[config.mk]
export PLATFORM = sky130hd
export DESIGN_NAME = e_mem_arbiter
export DESIGN_NICKNAME = d
export VERILOG_FILES = /design/src/rtl/e_mem_arbiter_pkg.sv /design/src/rtl/e_mem_arbiter_rr_pick2.sv /design/src/rtl/e_mem_arbiter.sv
export SDC_FILE = /design/constraint.sdc
export NUM_CORES = 1
export LEC_CHECK = 0
export CORE_UTILIZATION = 43
export CTS_BUF_LIST = sky130_fd_sc_hd__clkbuf_16
export DETAILED_ROUTE_END_ITERATION = 8
export HOLD_SLACK_MARGIN = 0.15
export PLACE_DENSITY = 0.86
export SETUP_SLACK_MARGIN = 0.02
export SLEW_MARGIN = 0
export SYNTH_ARGS = -nofsm -noshare
export SYNTH_HDL_FRONTEND = slang
export SYNTH_SLANG_ARGS = --single-unit
[constraint.sdc]
create_clock -name clk -period 4.4 [get_ports clk]
set_input_delay 1.32 -clock clk [delete_from_list [all_inputs] [get_ports clk]]
set_output_delay 1.32 -clock clk [all_outputs]
set_load 0.1 [all_outputs]
[src/rtl/e_mem_arbiter_pkg.sv]
// Shared constants, state encodings and helpers for the E_MEM read arbiter.
package e_mem_arbiter_pkg;

  localparam int REG_SIZE = 16;
  localparam int MEM_SIZE = 1024;

  localparam logic [1:0] EMA_ST_ARB   = 2'd0;
  localparam logic [1:0] EMA_ST_LOCK0 = 2'd1;
  localparam logic [1:0] EMA_ST_LOCK1 = 2'd2;

  typedef enum logic [1:0] {
    ST_ARB   = EMA_ST_ARB,
    ST_LOCK0 = EMA_ST_LOCK0,
    ST_LOCK1 = EMA_ST_LOCK1
  } ema_state_t;

  function automatic logic addr_oor(input logic [REG_SIZE-1:0] addr);
    return (addr >= REG_SIZE'(MEM_SIZE));
  endfunction

endpackage

[src/rtl/e_mem_arbiter_rr_pick2.sv]
// Two-input round-robin selector: one-hot grant, favouring port rr on contention.
module rr_pick2 (
  input  logic       req0,
  input  logic       req1,
  input  logic       rr,
  output logic [1:0] gnt_oh
);

  always_comb begin
    gnt_oh = 2'b00;
    if (req0 && req1) begin
      gnt_oh = rr ? 2'b10 : 2'b01;
    end else if (req0) begin
      gnt_oh = 2'b01;
    end else if (req1) begin
      gnt_oh = 2'b10;
    end else begin
      gnt_oh = 2'b00;
    end
  end

endmodule

[src/rtl/e_mem_arbiter.sv]
// Round-robin two-port read arbiter with locked bursts for single-port E_MEM.
// Optional out-of-range read flagging is enabled by defining E_MEM_BOUNDS_CHECK_EN.
module e_mem_arbiter
  import e_mem_arbiter_pkg::*;
#(
  parameter int MAX_BURST = 16
) (
  input  logic                clk,
  input  logic                rst,
  input  logic                req0,
  input  logic                req1,
  input  logic [REG_SIZE-1:0] addr0,
  input  logic [REG_SIZE-1:0] addr1,
  input  logic                lock0,
  input  logic                lock1,
  output logic                gnt0,
  output logic                gnt1,
  output logic                rvalid0,
  output logic                rvalid1,
  output logic [REG_SIZE-1:0] mem_address,
  input  logic [REG_SIZE-1:0] mem_data,
  output logic [REG_SIZE-1:0] rdata,
  output logic                err
);

  localparam int         BW         = $clog2(MAX_BURST + 1);
  localparam logic [BW-1:0] MAX_B   = BW'(MAX_BURST);
  localparam logic       MULTI_BEAT = (MAX_BURST > 1);

  ema_state_t          r_state, w_state_nxt;
  logic                r_rr, w_rr_nxt;
  logic [BW-1:0]       r_beat, w_beat_nxt, w_beat_inc;
  logic [1:0]          w_pick;
  logic                w_gnt0, w_gnt1, w_any;
  logic [REG_SIZE-1:0] w_gnt_addr;
  logic                w_oor;
  logic [REG_SIZE-1:0] r_addr;
  logic                r_tag_valid, r_tag_port;

  rr_pick2 u_pick (
    .req0   (req0),
    .req1   (req1),
    .rr     (r_rr),
    .gnt_oh (w_pick)
  );

  assign w_beat_inc = r_beat + BW'(1);

  always_comb begin
    w_state_nxt = r_state;
    w_rr_nxt    = r_rr;
    w_beat_nxt  = r_beat;
    w_gnt0      = 1'b0;
    w_gnt1      = 1'b0;
    if (rst) begin
      w_state_nxt = ST_ARB;
    end else begin
      case (r_state)
        ST_ARB: begin
          w_gnt0 = w_pick[0];
          w_gnt1 = w_pick[1];
          if (w_pick[0]) begin
            w_rr_nxt = 1'b1;
            if (lock0 && MULTI_BEAT) begin
              w_state_nxt = ST_LOCK0;
              w_beat_nxt  = BW'(1);
            end
          end else if (w_pick[1]) begin
            w_rr_nxt = 1'b0;
            if (lock1 && MULTI_BEAT) begin
              w_state_nxt = ST_LOCK1;
              w_beat_nxt  = BW'(1);
            end
          end
        end
        ST_LOCK0: begin
          w_gnt0 = req0;
          // Dropping the lock ends the burst even if this cycle is still granted.
          if (!lock0 || (req0 && (w_beat_inc == MAX_B))) begin
            w_state_nxt = ST_ARB;
            w_rr_nxt    = 1'b1;
            w_beat_nxt  = {BW{1'b0}};
          end else if (req0) begin
            w_beat_nxt = w_beat_inc;
          end
        end
        ST_LOCK1: begin
          w_gnt1 = req1;
          if (!lock1 || (req1 && (w_beat_inc == MAX_B))) begin
            w_state_nxt = ST_ARB;
            w_rr_nxt    = 1'b0;
            w_beat_nxt  = {BW{1'b0}};
          end else if (req1) begin
            w_beat_nxt = w_beat_inc;
          end
        end
        default: begin
          w_state_nxt = ST_ARB;
          w_beat_nxt  = {BW{1'b0}};
        end
      endcase
    end
  end

  always_ff @(posedge clk) begin
    if (rst) begin
      r_state <= ST_ARB;
      r_rr    <= 1'b0;
      r_beat  <= {BW{1'b0}};
    end else begin
      r_state <= w_state_nxt;
      r_rr    <= w_rr_nxt;
      r_beat  <= w_beat_nxt;
    end
  end

  assign w_any      = w_gnt0 | w_gnt1;
  assign w_gnt_addr = w_gnt1 ? addr1 : addr0;

`ifdef E_MEM_BOUNDS_CHECK_EN
  logic r_tag_oor;
  assign w_oor = w_any & addr_oor(w_gnt_addr);

  always_ff @(posedge clk) begin
    if (rst) begin
      r_tag_oor <= 1'b0;
    end else begin
      r_tag_oor <= w_oor;
    end
  end

  assign rdata = r_tag_oor ? {REG_SIZE{1'b0}} : mem_data;
  assign err   = r_tag_valid & r_tag_oor;
`else
  assign w_oor = 1'b0;
  assign rdata = mem_data;
  assign err   = 1'b0;
`endif

  // Out-of-range grants leave the memory address where it was.
  always_ff @(posedge clk) begin
    if (rst) begin
      r_addr      <= {REG_SIZE{1'b0}};
      r_tag_valid <= 1'b0;
      r_tag_port  <= 1'b0;
    end else begin
      if (w_any && !w_oor) begin
        r_addr <= w_gnt_addr;
      end
      r_tag_valid <= w_any;
      r_tag_port  <= w_gnt1;
    end
  end

  assign mem_address = (w_any && !w_oor) ? w_gnt_addr : r_addr;
  assign gnt0        = w_gnt0;
  assign gnt1        = w_gnt1;
  assign rvalid0     = r_tag_valid & ~r_tag_port;
  assign rvalid1     = r_tag_valid & r_tag_port;

endmodule

* Word level (Yosys, flattened, before mapping)
Index checks and enable logic that the tools add are counted. Widths: inputs -> output; s select.
Storage, ports and cells: input port bits 54, output and inout port bits 37, flip-flop bits (word level) 26
Cells by class: bitwise gates (word level) 4, equality and inequality tests 10, add/sub/neg operators 1, reductions and logical operators 12, multiplexer cells 31
Operators with widths (count):
- $mux 5 | 8
- $mux 16 | 2
- $mux 2 | 10
- $ne 3x3->1 const B | 5
- $pmux 5 s3 | 1
- $reduce_and 5->1 | 2
- $mux 1 | 6
- $pmux 2 s3 | 1
- $add 5x1->5 const B | 1
- $eq 5x5->1 const B | 1
- $ne 2x2->1 const B | 2
- $pmux 1 s2 | 2
- $reduce_and 4->1 | 1
- $logic_and 1x1->1 | 3
- $pmux 1 s3 | 1
- $reduce_bool 3->1 | 1
- $and 1x1->1 | 2
- $eq 2x1->1 const B | 1
- $eq 2x2->1 const B | 1
- $logic_not 1->1 | 2
- $logic_not 2->1 | 1
- $logic_or 1x1->1 | 2
- $not 1->1 | 1
- $or 1x1->1 | 1

* Longest topological paths before layout
Gate-level depths: netlist of the first run.
word-level depth 7, depth in mapped cells 8, mapped depth without buffers 7

* Modules after synthesis
A second synthesis of the first run with hierarchy kept.
Unflattened totals: cells, all modules 189, area, all modules 1660.3 um^2
By module, submodules not included:
- e_mem_arbiter | area each 1641.6 um^2, cells each 186, times used 1, seq. area each 520.5 um^2
- rr_pick2 | area each 18.8 um^2, cells each 3, times used 1, seq. area each 0.0 um^2

* Worst setup path after synthesis of the first run
OpenSTA, ideal clock, no wires.
kind input -> output, start input req0, end output mem_address[10], stages 6, path buffers 1, arrival time 3875 ps, slack -795 ps, data required time 3080 ps, cell sequence nand2b_1 > a21oi_1 > nor3b_2 > clkbuf_1 > a211o_1 > o21a_1
On the way: word-level cells in the longest chain between the ends 6
RTL lines:
- start: declaration | line e_mem_arbiter.sv:10 | input logic req0,
- $mux 2 / $logic_and 1x1->1 (equally long branches) | line e_mem_arbiter_rr_pick2.sv:13, e_mem_arbiter_rr_pick2.sv:11
- $mux 2 (*) | line e_mem_arbiter_rr_pick2.sv:11 | if (req0 && req1) begin
- $pmux 1 s2 (*) | line e_mem_arbiter.sv:58 | case (r_state)
- $mux 1 (*) | line e_mem_arbiter.sv:55 | if (rst) begin
- via gnt1 | line e_mem_arbiter.sv:17 | output logic gnt1,
- $mux 16 / $or 1x1->1 (equally long branches) | line e_mem_arbiter.sv:118, e_mem_arbiter.sv:117
- $mux 16 (*)
- end: declaration | line e_mem_arbiter.sv:20 | output logic [REG_SIZE-1:0] mem_address,
Mark *: on every way through the listed nets, which the timed path passes. The rest lies on a longest branch.

* Final worst setup path of the first run
start input req1, end output mem_address[5]
On the way: word-level cells in the longest chain between the ends 7
RTL lines:
- start: declaration | line e_mem_arbiter.sv:11 | input logic req1,
- $mux 2 | line e_mem_arbiter_rr_pick2.sv:15 | end else if (req1) begin
- $mux 2 | line e_mem_arbiter_rr_pick2.sv:13 | end else if (req0) begin
- $mux 2 | line e_mem_arbiter_rr_pick2.sv:11
- $pmux 1 s2 | line e_mem_arbiter.sv:58
- $mux 1 | line e_mem_arbiter.sv:55
- $mux 16 / $or 1x1->1 (equally long branches) | line e_mem_arbiter.sv:118, e_mem_arbiter.sv:117
- $mux 16 (*)
Every way passes the cells marked *; elsewhere a longest branch is shown, timed or not.

==> results of run 1 <==
-- power by group through the flow --
stage	sequential (mW)	clock, mW	combinational, mW
2_1_floorplan	0.289	0	0.627
3_3_place_gp	0.292	0	0.847
3_5_place_dp	0.294	0	0.853
4_1_cts	0.289	0.270	0.861
5_1_grt	0.293	0.279	0.903
6_report	0.289	0.267	0.867
-- synthesized netlist by cell type, types with 3 or more instances --
| cell | number | area [um^2] |
|---|---|---|
| a211o_1 | 16 | 140 |
| o2111ai_1 | 8 | 70.1 |
| nand3_1 | 3 | 15.0 |
| o21a_1 | 16 | 120 |
| and2_1 | 19 | 119 |
| nand2_1 | 8 | 30.0 |
| dfxtp_1 | 26 | 521 |
| a21oi_1 | 7 | 35.0 |
| nor3_1 | 3 | 15.0 |
| o21ai_0 | 3 | 15.0 |
| buf_4 | 17 | 128 |
| nand2b_1 | 4 | 25.0 |
| inv_1 | 5 | 18.8 |
| o211a_1 | 16 | 160 |
| ha_1 | 7 | 87.6 |
| clkbuf_1 | 8 | 30.0 |
| nor2b_1 | 3 | 18.8 |
| nor2_1 | 5 | 18.8 |
-- metrics by stage --
step                      cell area (um^2)  power (mW)  hold WS [ns]
after global placement                2510        1.14         0.493
after detailed placement              2510        1.15         0.505
after global routing                  2650        1.48         0.560
after floorplan                       1770       0.915         0.471
after CTS                             2610        1.42         0.514
final                                 2650        1.42         0.527
-- critical path: cells and delay by family --
kind	cells	cell delay [ns]
AND/OR/NAND/NOR	1	0.15
buffers and inverters	4	0.61
AO/OA/AOI/OAI	4	0.66
-- kinds of logic (layout without fill, tap and decap cells) --
family,after synthesis,count (layout),synth area share
fa+ha+maj,7,7,0.0499
flops,26,26,0.296
simple gates,56,56,0.189
compound gates,74,74,0.345
buf+inv,35,81,0.112
other cells,1,1,0.00213
mux,1,1,0.00570
-- state kept, by name (all words and copies together) (netlist names) --
signal       cells
r_tag_port       1
r_beat           5
r_addr          16
r_tag_valid      1
r_rr             1
r_state          2
-- path summary, 6_finish.rpt --
path	from	cells past startpoint	slack, ns	endpoint
max reg2reg	r_state[0]	7	1.95	r_state[1]
min reg2reg	r_rr	2	0.53	r_rr
min	r_rr	2	0.53	r_rr
max	req1	9	0.33	mem_address[5]
-- layer usage --
metal	part of all wire	track usage	wire, um
met1	0.44	0.277	2020
met2	0.47	0.362	2160
met3	0.061	0.0397	277
met4	0.023	0.101	104
met5	0	0	0
-- final cells by class --
type,count,area share
clock buffer,3,0.0284
timing repair buffer,69,0.330
clock inverter,1,0.0113
sequential,26,0.197
multi-input combinational,139,0.399
tap,48,0.0227
inverter,8,0.0123
-- repair_timing --
item	CTS	global route
resized for setup	0	8
setup buffers	0	1
setup endpoints to repair	0	16
hold endpoints to repair	0	0
==> qor.csv, run 1 <==
metric,value,unit
path_common_cell,buf_12,
synthArstFlopShare,0,
finalCritPeriodShare,0.925,
period_needed,4.07,ns
port_buffers,57,
leakagePower,1.26,nW
p_sw_frac,0.447,
min_path_type,reg2reg,
fillers,288,
finalSetupViolations,0,
die_h,65.9,um
slowest_delay,0.28,ns
clock_path_buffers,2,
register_area,520,um^2
ys_types,40,
cp_slowest_cell,a211o_1,
max_slew_margin,0.359,
antenna_cells,0,
tightest_slew,0.958,ns
vias,1678,
fmax,246,MHz
gp_congestion,0.872,
seqPwrFrac,0.203,
cts-buffers-inserted,3,
syn-cell-area,1760,um^2
critPathCaptureType,output pin,
ios,91,
grt_pass1_wl,7390,um
first_global_vias,1624,
vias_per_cell,5.71,
drt_wl_total,4560,um
layout_setup_ws,0.328,ns
crit_fanout,17,
critPathRequiredTime,3.08,ns
ys_seq_area_frac,0.296,
fp.dieW,65.9,um
ys_ff_latch,26,
synth_warnings,0,
drt-initial-drc-count,104,
max_cap_viol_count,0,
grt_antenna_before_repair,0,
nets,308,
synth_nets,261,
internal-power,0.788,mW
ys.flop_type,dfxtp_1,
path_class,in2out,
netlist_instances,200,
row_count,22,
syn_to_final_growth,50.6,%
ant_nets,0,
htreeDepth,1,
post-dp-hpwl,3200,um
cts_tree,built,
start_util,0.462,
worst_clock_skew,0.00258,ns
clk_pin_slew,0.07,ns
dpl.cell_count,289,
clkPwrFrac,0.188,
hold_buffers,0,
pwr-share-comb,0.609,
drc,0,
setup_tns,0,ns
synth_edf_count,0,
crit_arrival,2.75,ns
drt-wirelength-per-cell,15.5,um
final_cell_mix,"36 x clkdlybuf4s50_1, 26 x dfxtp_1, 20 x buf_12, 19 x and2_1",
dieArea,4340,um^2
syn_area_per_cell,8.78,um^2
core_area,3800,um^2
final_common_cell,clkdlybuf4s50_1,
critPathLaunchType,input port,
p_switching,0.636,mW
root_buffer,clkbuf_16,
cp_cell_sequence,"dlymetal6s2s_1, a21boi_1, o211ai_1, buf_4, buf_12, and2_1, a211o_1, o21a_1, buf_12",
drive_gt1_frac,0.191,
multi_input_area,1050,um^2
first_pass_iters,4,
final_util,0.697,
preCtsSetupSlack,0.0463,ns
power_density,538,nW/um^2
overflow,0,
finalNonFillerCells,294,
cts.sinks,26,
finalHoldViolCount,0,
insertion_delay,0.26,ns
vdd_drop_max,433,uV
rsz0062_at_grt,false,
grt_max_degree,34,
status,completed,
grt_usage,0.220,
drv_slew,0,
(Power assumes the default switching activity.)
==> run 2, diff against run 1 <==
==> constraint.sdc (replaced) <==
create_clock -name clk -period 5 [get_ports clk]
set_input_delay 1.5 -clock clk [delete_from_list [all_inputs] [get_ports clk]]
set_output_delay 1.5 -clock clk [all_outputs]
set_load 0.1 [all_outputs]
==> run 2 against run 1 <==
Against the previous run: worst setup slack lost 0.19 ns; largest cell class unchanged; critical path type unchanged; total power shrank 12%; critical path depth is the same; cell area shrank 1.2%; routed wire length shrank 0.88%; global-route usage shrank 0.092 points.
==> qor.csv, run 2 (same netlist as run 1, synthesis figures left out) <==
metric,value,unit
port_buffers,57,
vias,1670,
placed_area,2500,um^2
cts-buffers-inserted,3,
first_global_vias,1624,
drt-wirelength-per-cell,15.5,um
drt-initial-drc-count,121,
nets,305,
row_count,22,
grt_usage,0.220,
finalNonFillerCells,291,
fmax,206,MHz
gp_congestion,0.851,
drv_slew,0,
fin_area,2610,um^2
path_common_cell,buf_12,
fp.dieW,65.9,um
clk_pin_slew,0.07,ns
whs_path_depth,2,
crit_arrival,3.37,ns
overflow,0,
worst_clock_skew,0.00411,ns
status,completed,
dieArea,4340,um^2
final_util,0.688,
min_path_type,reg2reg,
max_cap_viol_count,0,
start_util,0.462,
grt_antenna_before_repair,0,
drive_gt1_frac,0.181,
power_density,477,nW/um^2
cts_tree,built,
max_slew_margin,0.359,
syn_to_final_growth,48.8,%
setup_tns,0,ns
cts_setup_buffers,0,
die_h,65.9,um
crit_fanout,33,
slowest_delay,0.50,ns
critPathRequiredTime,3.50,ns
final_cell_mix,"39 x clkdlybuf4s50_1, 26 x dfxtp_1, 20 x buf_12, 19 x and2_1",
path_buf_inv,5,
worst_path_dominant_cell_family,buffers and inverters,
first_pass_iters,4,
worstRegToRegCells,7,
dpl.cell_count,287,
finalHoldViolCount,0,
post-dp-hpwl,3350,um
rsz0062_at_grt,false,
antenna_cells,0,
largest_reg_flops,16,
grt_pass1_wl,7340,um
root_buffer,clkbuf_16,
leakagePower,1.22,nW
ios,91,
crit_cells,9,
cp_cell_sequence,"clkdlybuf4s50_1, nand2b_1, a21oi_2, nor3b_2, buf_12, inv_1, buf_12, o21a_2, buf_12",
clock_path_buffers,2,
critPathCaptureType,output pin,
period_needed,4.87,ns
insertion_delay,0.26,ns
reg.largest.list,"r_addr: 16 flops, r_beat: 5 flops, r_state: 2 flops",
vdd_drop_max,287,uV
critPathLaunchType,input port,
final_common_cell,clkdlybuf4s50_1,
cp_slowest_cell,clkdlybuf4s50_1,
vias_per_cell,5.74,
finalSetupViolations,0,
ant_nets,0,
grt_max_degree,34,
power,1.25,mW
core_area,3800,um^2
tightest_slew,0.958,ns
drc,0,
drt_wl_total,4520,um
path_class,in2out,
finalCritPeriodShare,0.973,
cts.sinks,26,
regMostFlops,r_addr,
htreeDepth,1,
run 2: cell types whose count changed in the layout (fill, tap and decap cells not counted):
cell             before  now
inv_2                 0    1
dlymetal6s2s_1        3    0
buf_4                10    7
inv_4                 1    0
clkdlybuf4s50_1      36   39
run 2: final timing paths:
kind	slack, ns	endpoint	startpoint
worst min-delay path	0.53	r_rr	r_rr
worst max register to register	2.56	r_state[1]	r_state[0]
worst min register to register	0.53	r_rr	r_rr
worst max-delay path	0.13	mem_address[8]	req0
run 2: where the power goes:
part           switching (mW)  total, mW  internal (mW)
Sequential             0.0163      0.255          0.238
Combinational           0.467      0.758          0.291
Clock                  0.0753      0.235          0.159
Total                   0.558       1.25          0.689
run 2: timing repair:
| action | 4_1_cts | 5_1_grt |
|---|---|---|
| hold endpoints to repair | 0 | 0 |
| hold buffers | 0 | 0 |
| endpoints found under the setup margin | 0 | 7 |
| resized for setup | 0 | 1 |
run 2: cell type report:
| type | instances | area, um^2 |
|---|---|---|
| fillers | 291 | 1180 |
| repair buffers | 66 | 843 |
| multi-input cells | 139 | 1050 |
| flip-flops and latches | 26 | 520 |
| clock inverters | 1 | 30.0 |
| well taps | 48 | 60.1 |
| clock buffers | 3 | 75.1 |
| inverters | 8 | 30.0 |
run 2: metal layers:
| layer | part of all wire | vias to the layer above | track usage |
|---|---|---|---|
| li1 | - | 818 | - |
| met1 | 0.44 | 785 | 0.264 |
| met2 | 0.48 | 58 | 0.371 |
| met3 | 0.066 | 9 | 0.0534 |
| met4 | 0.016 | 0 | 0.0842 |
| met5 | 0 | - | 0 |
run 2: metrics by stage:
stage | setup slack (ns) | hold WS, ns
after floorplan | 0.188 | 0.471
after global placement | 0.145 | 0.497
after detailed placement | 0.112 | 0.515
after CTS | 0.109 | 0.526
after global routing | 0.0341 | 0.557
final | 0.135 | 0.527
run 2: tightest hold or removal path: cells and delay by family, from the launching register on:
kind           cells  cell delay [ns]
AO/OA/AOI/OAI      2             0.14
flip-flops         1             0.35
==> run 3, diff against run 2 <==
--- a/config.mk
+++ b/config.mk
@@ -9,7 +9,7 @@
 export CTS_BUF_LIST = sky130_fd_sc_hd__clkbuf_16
 export DETAILED_ROUTE_END_ITERATION = 8
 export HOLD_SLACK_MARGIN = 0.15
-export PLACE_DENSITY = 0.86
+export PLACE_DENSITY = 0.92
 export SETUP_SLACK_MARGIN = 0.02
 export SLEW_MARGIN = 0
 export SYNTH_ARGS = -nofsm -noshare
==> run 3 against run 2 <==
Against the previous run: first-iteration DRC count is 9.1% lower; cell area fell by 0.34%; sequential share of layout area rose by 0.067 points; largest cell class unchanged; routed wire length rose by 7.1%; utilization down 0.23 points; critical path depth down 2; via count rose by 1.0%.
==> qor.csv, run 3 (same netlist as run 1, synthesis figures left out) <==
metric,value,unit
status,completed,
vdd_drop_max,352,uV
drc,0,
cts_setup_buffers,0,
final_common_cell,clkdlybuf4s50_1,
grtUsageMet3,0.0414,
gp_congestion,0.896,
overflow,0,
drv_slew,0,
grt_max_degree,34,
clk_pin_slew,0.06,ns
crit_fanout,17,
drive_gt1_frac,0.174,
vias,1687,
first_global_vias,1700,
largest_reg_flops,16,
holdCritStartpoint,r_beat[1],
worst_clock_skew,0.00179,ns
finalNonFillerCells,290,
max_slew_margin,0.360,
grt_util_met2,0.445,
critPathCaptureType,output pin,
drt-initial-drc-count,110,
dpl.cell_count,286,
register_area,520,um^2
fin_hold_ws,0.528,ns
setup_tns,0,ns
crit_arrival,3.37,ns
grt_pass1_wl,7750,um
ios,91,
multi_input_area,1050,um^2
min_path_type,reg2reg,
rr_startpoint,r_state[0],
post-dp-hpwl,3480,um
fp.dieW,65.9,um
row_count,22,
hold_buffers,0,
dieArea,4340,um^2
finalHoldViolCount,0,
regMostFlops,r_addr,
root_buffer,clkbuf_16,
final_util,0.686,
start_util,0.462,
fmax,205,MHz
clock_path_buffers,2,
startpoint,rst,
cts-buffers-inserted,3,
grt_antenna_before_repair,0,
die_h,65.9,um
ctsResizeCount,0,
path_class,in2out,
drt-wirelength-per-cell,16.7,um
rsz0062_at_grt,false,
drt_wl_total,4840,um
tightest_slew,0.957,ns
syn_to_final_growth,48.3,%
finalCritPeriodShare,0.974,
core_area,3800,um^2
grt_usage,0.234,
use_met1,0.251,
finalSetupViolations,0,
fillers,269,
cts_tree,built,
port_buffers,57,
antenna_cells,0,
reg.largest.list,"r_addr: 16 flops, r_beat: 5 flops, r_state: 2 flops",
final_cell_mix,"38 x clkdlybuf4s50_1, 26 x dfxtp_1, 20 x buf_12, 19 x and2_1",
vias_per_cell,5.82,
ant_nets,0,
leakagePower,1.22,nW
htreeDepth,1,
critPathRequiredTime,3.50,ns
nets,304,
critPathLaunchType,input port,
power_density,480,nW/um^2
first_pass_iters,5,
max_cap_viol_count,0,
insertion_delay,0.26,ns
grt.busiest_layer,met2,
cts.sinks,26,
period_needed,4.87,ns
==> run 3: changes by cell type in the layout (fill, tap and decap cells not counted), sizes merged <==
cell / change
buf: -1
clkdlybuf4s50: -1
dlymetal6s2s: +1
==> run 3: critical path, stage by stage <==
cell and delay [ns]:
clkdlybuf4s50_1 0.59, clkinv_1 0.16, o211ai_1 0.20, inv_2 0.23, a211o_1 0.37, o21a_1 0.15, buf_12 0.17
==> run 3: worst paths after layout <==
check	endpoint	slack (ns)	cells after the start
setup / recovery	mem_address[1]	0.13	7
setup reg to reg	r_state[1]	2.47	7
hold / removal	r_beat[1]	0.53	2
hold reg to reg	r_beat[1]	0.53	2
==> run 3: per-stage QoR <==
stage,setup slack (ns),total power [mW],area (um^2)
finish,0.128,1.25,2610
global route,0.0525,1.29,2610
CTS,0.0907,1.25,2600
detailed placement,0.134,1.01,2500
global placement,0.170,1.00,2500
floorplan,0.188,0.806,1780
==> run 3: power by group <==
part	internal, mW	switching (mW)
clock network	0.159	0.0741
registers	0.238	0.0174
logic	0.290	0.470
total	0.688	0.562
==> run 3: metal layers <==
layer	up-vias	wire (um)
met1	792	1930
met5	-	0
met2	74	2590
li1	812	-
met4	0	70
met3	9	243
==> run 3: layout make-up <==
| type | instances | share of cell area |
|---|---|---|
| multi-input combinational | 139 | 0.403 |
| clock buffer | 3 | 0.0288 |
| inverter | 8 | 0.0115 |
| timing repair buffer | 65 | 0.322 |
| sequential | 26 | 0.200 |
| clock inverter | 1 | 0.0115 |
| tap | 48 | 0.0231 |
